File: src/rtl/writeback_regfile.sv
// Writeback stage: commits memory-stage results to the 32x32 GPR file or HI/LO,
// provides bypassed read ports plus a registered commit trace and saturating commit counter.
module writeback_regfile #(
  parameter int NREG  = 32,
  parameter int CNT_W = 16
) (
  input  logic             clk,
  input  logic             rst,
  input  logic [31:0]      MW_ALUout,
  input  logic [31:0]      MW_ALUoutBK,
  input  logic [4:0]       MW_RD,
  input  logic [2:0]       FD_MemCtr,
  input  logic [4:0]       RS_Addr,
  input  logic [4:0]       RT_Addr,
  output logic [31:0]      RS_Data,
  output logic [31:0]      RT_Data,
  output logic [31:0]      HI_Data,
  output logic [31:0]      LO_Data,
  output logic             WB_We,
  output logic [4:0]       WB_RD,
  output logic [31:0]      WB_Data,
  output logic [CNT_W-1:0] WB_Count
);

  localparam logic [2:0] CTR_HILO = 3'd6;

  logic        gpr_we;
  logic        hilo_we;
  logic [31:0] rf_reg [NREG];
  logic [31:0] hi_reg;
  logic [31:0] lo_reg;
  logic [4:0]  rd_addr [2];
  logic [31:0] rd_data [2];

  // Writes to register 0 are dropped here, so it never counts or traces either.
  assign gpr_we  = ((FD_MemCtr == 3'd0) || (FD_MemCtr == 3'd1)) && (MW_RD != 5'd0);
  assign hilo_we = (FD_MemCtr == CTR_HILO);

  always_ff @(posedge clk or negedge rst) begin
    if (!rst) begin
      for (int i = 0; i < NREG; i++) rf_reg[i] <= '0;
    end else if (gpr_we) begin
      rf_reg[MW_RD] <= MW_ALUout;
    end
  end

  always_ff @(posedge clk or negedge rst) begin
    if (!rst) begin
      hi_reg <= '0;
      lo_reg <= '0;
    end else if (hilo_we) begin
      hi_reg <= MW_ALUoutBK;
      lo_reg <= MW_ALUout;
    end
  end

  assign rd_addr[0] = RS_Addr;
  assign rd_addr[1] = RT_Addr;

  // Both read ports share the same write-through bypass against this cycle's commit.
  generate
    for (genvar gi = 0; gi < 2; gi++) begin : g_rd_port
      always_comb begin
        rd_data[gi] = rf_reg[rd_addr[gi]];
        if (rd_addr[gi] == 5'd0)
          rd_data[gi] = '0;
        else if (gpr_we && (rd_addr[gi] == MW_RD))
          rd_data[gi] = MW_ALUout;
      end
    end
  endgenerate

  assign RS_Data = rd_data[0];
  assign RT_Data = rd_data[1];
  assign HI_Data = hilo_we ? MW_ALUoutBK : hi_reg;
  assign LO_Data = hilo_we ? MW_ALUout   : lo_reg;

  always_ff @(posedge clk or negedge rst) begin
    if (!rst) begin
      WB_We   <= 1'b0;
      WB_RD   <= '0;
      WB_Data <= '0;
    end else begin
      WB_We <= gpr_we;
      if (gpr_we) begin
        WB_RD   <= MW_RD;
        WB_Data <= MW_ALUout;
      end
    end
  end

  always_ff @(posedge clk or negedge rst) begin
    if (!rst)
      WB_Count <= '0;
    else if ((gpr_we || hilo_we) && (WB_Count != {CNT_W{1'b1}}))
      WB_Count <= WB_Count + CNT_W'(1);
  end

endmodule

File: config.mk
export PLATFORM = sky130hd
export DESIGN_NAME = writeback_regfile
export DESIGN_NICKNAME = d
export VERILOG_FILES = /design/src/rtl/writeback_regfile.sv
export SDC_FILE = /design/constraint.sdc
export NUM_CORES = 2
export LEC_CHECK = 0
export CAP_MARGIN = 20
export CELL_PAD_IN_SITES_DETAIL_PLACEMENT = 0
export CELL_PAD_IN_SITES_GLOBAL_PLACEMENT = 2
export CORE_UTILIZATION = 46
export CTS_BUF_LIST = sky130_fd_sc_hd__clkbuf_4 sky130_fd_sc_hd__clkbuf_8
export DETAILED_ROUTE_END_ITERATION = 8
export PLACE_DENSITY_LB_ADDON = 0.1
export SLEW_MARGIN = 10
export SYNTH_ARGS = -nofsm -noshare
export SYNTH_HDL_FRONTEND = slang
export SYNTH_SLANG_ARGS = --single-unit
File: constraint.sdc
create_clock -name clk -period 2.8 [get_ports clk]
set_clock_uncertainty 0.05 [all_clocks]
set_input_delay 0.28 -clock clk [delete_from_list [all_inputs] [get_ports clk]]
set_output_delay 0.28 -clock clk [all_outputs]
set_load 0.02 [all_outputs]
==> qor.txt <==
outcome -> finished with violations
failing checks -> setup timing
Vias -> 44915
root buf cell -> clkbuf_8
number of global-route vias before repair -> 45659
syn_area_per_cell -> 13.8 um2
Synth async-reset ratio -> 100%
full die area -> 133000 um2
crit path kind -> reg -> out
number of routed nets with antenna violations -> 0
CP Data Arrival Time -> 3.08 ns
initial antenna violation count -> 18
nets -> 5229
Hold Fails Final Rpt -> 0
yosys warns -> 0
Syn Nets -> 4471
WL/cell -> 33.5 um
Post-Synthesis Cell Area -> 60400 um2
min-delay worst type -> in -> reg
final period utilization -> 122%
routed wire length -> 236000 um
layout cell share with drive strength beyond 1 -> 48.5%
pwr dens -> 615 nW/um2
DRC viols -> 0
Max Root-Sink Buffers -> 3
Design Area, Final -> 77000 um2
DRC marker count from the first detailed-route iteration -> 4496
first-pass GRT wire length -> 338000 um
Pre-antenna DRT Iters -> 7
Die Y -> 364 um
CP startpoint kind -> register
peak fanout along the critical path -> 2
Core ar. -> 130000 um2
H-tree depth -> 4
RSZ-0062 raised after global routing -> true
Mapped Cells -> 4386
Lkg Pwr -> 35.7 nW
cell area after placement -> 69700 um2
crit-path max cell delay -> 0.53 ns
crit end category -> primary output
largest net degree at the start of global routing -> 90
fin crit period -> 3.41 ns
sequential area share after synthesis -> 47.3%
global route total overflow -> 0
FP Rows -> 132
final core occ -> 59.3%
die span in x -> 364 um
Final setup viols -> 57
Area Growth Syn to Fin -> 27.4%
EDFF count, synth -> 0
I/O Buffers -> 265
number of buffers created by CTS -> 204
Crit path required time -> 2.47 ns
Most Crowded Layer GR -> met2
number of max-cap violations -> 0
met3 GRT Util -> 7.64%
Ports -> 266
worst-margin pin slew -> 0.763 ns
initial core utilization -> 46.5%
post-synth top area share -> 47.3%
Yosys reg bits -> 1142
R2R setup slack -> 0.78 ns
Worst-path clk slew -> 0.06 ns
Relative slew margins -> 49.1%
cell at the slowest stage of the critical path -> mux4_2
Yosys top cell by area -> dfrtp_1
synth cell count leaders -> 1142 x dfrtp_1, 768 x mux2_2, 353 x mux2i_1
crit path cell chain -> mux4_2 > mux4_2 > nor2b_1 > a311o_1 > buf_6
Synth area leaders -> dfrtp_1 47%, mux2_2 14%, mux4_2 12%
gr usage total -> 35.8%
synth unique cells -> 73
max reg flops -> 1024
Final WS setup -> -0.609 ns
Detailed Place HPWL -> 157000 um
vias per cell -> 6.37
Filler Cells Inserted -> 10517
CTS tree -> yes
gpl congestion -> 0.893
GRT met2 Usage -> 54.1%
CTS Sinks -> 1142
maximum operating frequency -> 293 MHz
Most common cell on crit path -> mux4_2
Worst-Skew Late Latency -> 0.96 ns
VDD IR-drop max -> 0.429 mV
top-count cell post-synth -> dfrtp_1
Final Slew Violations -> 0
Main synth FF type -> dfrtp_1
Global Route met1 Usage -> 51.6%
==> placed cells by master (no fill, tap or decap), types with 49 or more instances in the layout <==
| cell | n |
|---|---|
| dfrtp_1 | 1142 |
| mux2_2 | 766 |
| buf_4 | 572 |
| mux2i_1 | 333 |
| mux4_2 | 325 |
| mux2_1 | 322 |
| clkbuf_8 | 261 |
| nand2_1 | 156 |
| buf_12 | 146 |
| clkdlybuf4s50_1 | 136 |
| clkbuf_4 | 66 |
| nor2_1 | 61 |
| buf_6 | 53 |
| a221oi_1 | 52 |
| dlymetal6s2s_1 | 49 |
==> worst max-delay path: cells and delay by family, from the launching register on <==
kind	cells	cell delay [ns]
compound gates	1	0.39
buf+inv	1	0.18
flops	1	0.39
mux	2	1.00
simple gates	1	0.15
==> per-stage QoR <==
step           setup slack [ns]  hold slack [ns]  std cells  total power [mW]  setup TNS (ns)
3_5_place_dp             -0.829            0.245       6586              29.8          -31.34
6_report                 -0.609           0.0803       7054              47.3           -9.95
3_3_place_gp             -0.765            0.249       6586              29.6          -29.42
5_1_grt                  -0.654           0.0680       7052              49.2          -14.71
4_1_cts                  -0.640          0.00437       7030              47.3          -13.49
2_1_floorplan             0.337          -0.0656       4386              25.7               0
==> cell type report <==
type / instances / area [um2] / area share (%)
Multi-Input combinational cell: 2772 / 31400 / 40.8
Sequential cell: 1142 / 28600 / 37.1
Timing Repair Buffer: 1016 / 10400 / 13.5
Clock buffer: 326 / 4070 / 5.29
Tap cell: 1742 / 2180 / 2.83
Clock inverter: 43 / 329 / 0.427
Inverter: 8 / 30.0 / 0.0390
Antenna cell: 5 / 12.5 / 0.0163
==> repair_timing <==
| action | CTS | global route |
|---|---|---|
| resized for setup | 440 | 183 |
| setup buffers | 51 | 23 |
| hold buffers | 44 | 0 |
| pin swaps | 132 | 104 |
| endpoints found under the hold margin | 1105 | 0 |
| setup endpoints to repair | 64 | 115 |
==> power breakdown <==
group / leakage (nW) / internal (mW) / switching, mW
sequential: 15.1 / 18.7 / 1.58
combinational: 18.3 / 5.34 / 4.81
clock: 2.36 / 9.33 / 7.53
==> final timing paths <==
kind | startpoint | to | depth (start not counted)
max | rf_reg[17] | RT_Data[17] | 5
min in group asynchronous | rst | rf_reg[206] | 3
max reg2reg | WB_Count[0] | WB_Count[4] | 7
max in group asynchronous | rst | rf_reg[280] | 3
min reg2reg | rf_reg[1019] | rf_reg[1019] | 0
min | MW_ALUout[1] | WB_Data[1] | 4
==> per-layer routing <==
| layer | wire length [um] | part of all wire, % | up-vias |
|---|---|---|---|
| met5 | 22 | 0.0093 | - |
| met4 | 7540 | 3.2 | 4 |
| met3 | 20900 | 8.9 | 401 |
| met2 | 106000 | 45 | 2090 |
| met1 | 102000 | 43 | 24127 |
| li1 | - | - | 18293 |
==> kinds of logic after synthesis <==
family | synth area share, %
buf+inv | 4.09
compound gates | 6.37
simple gates | 3.56
xor+xnor | 0.362
fa+ha+maj | 0.0207
flops | 47.3
mux | 38.3
Power figures use the tool's default switching activity.
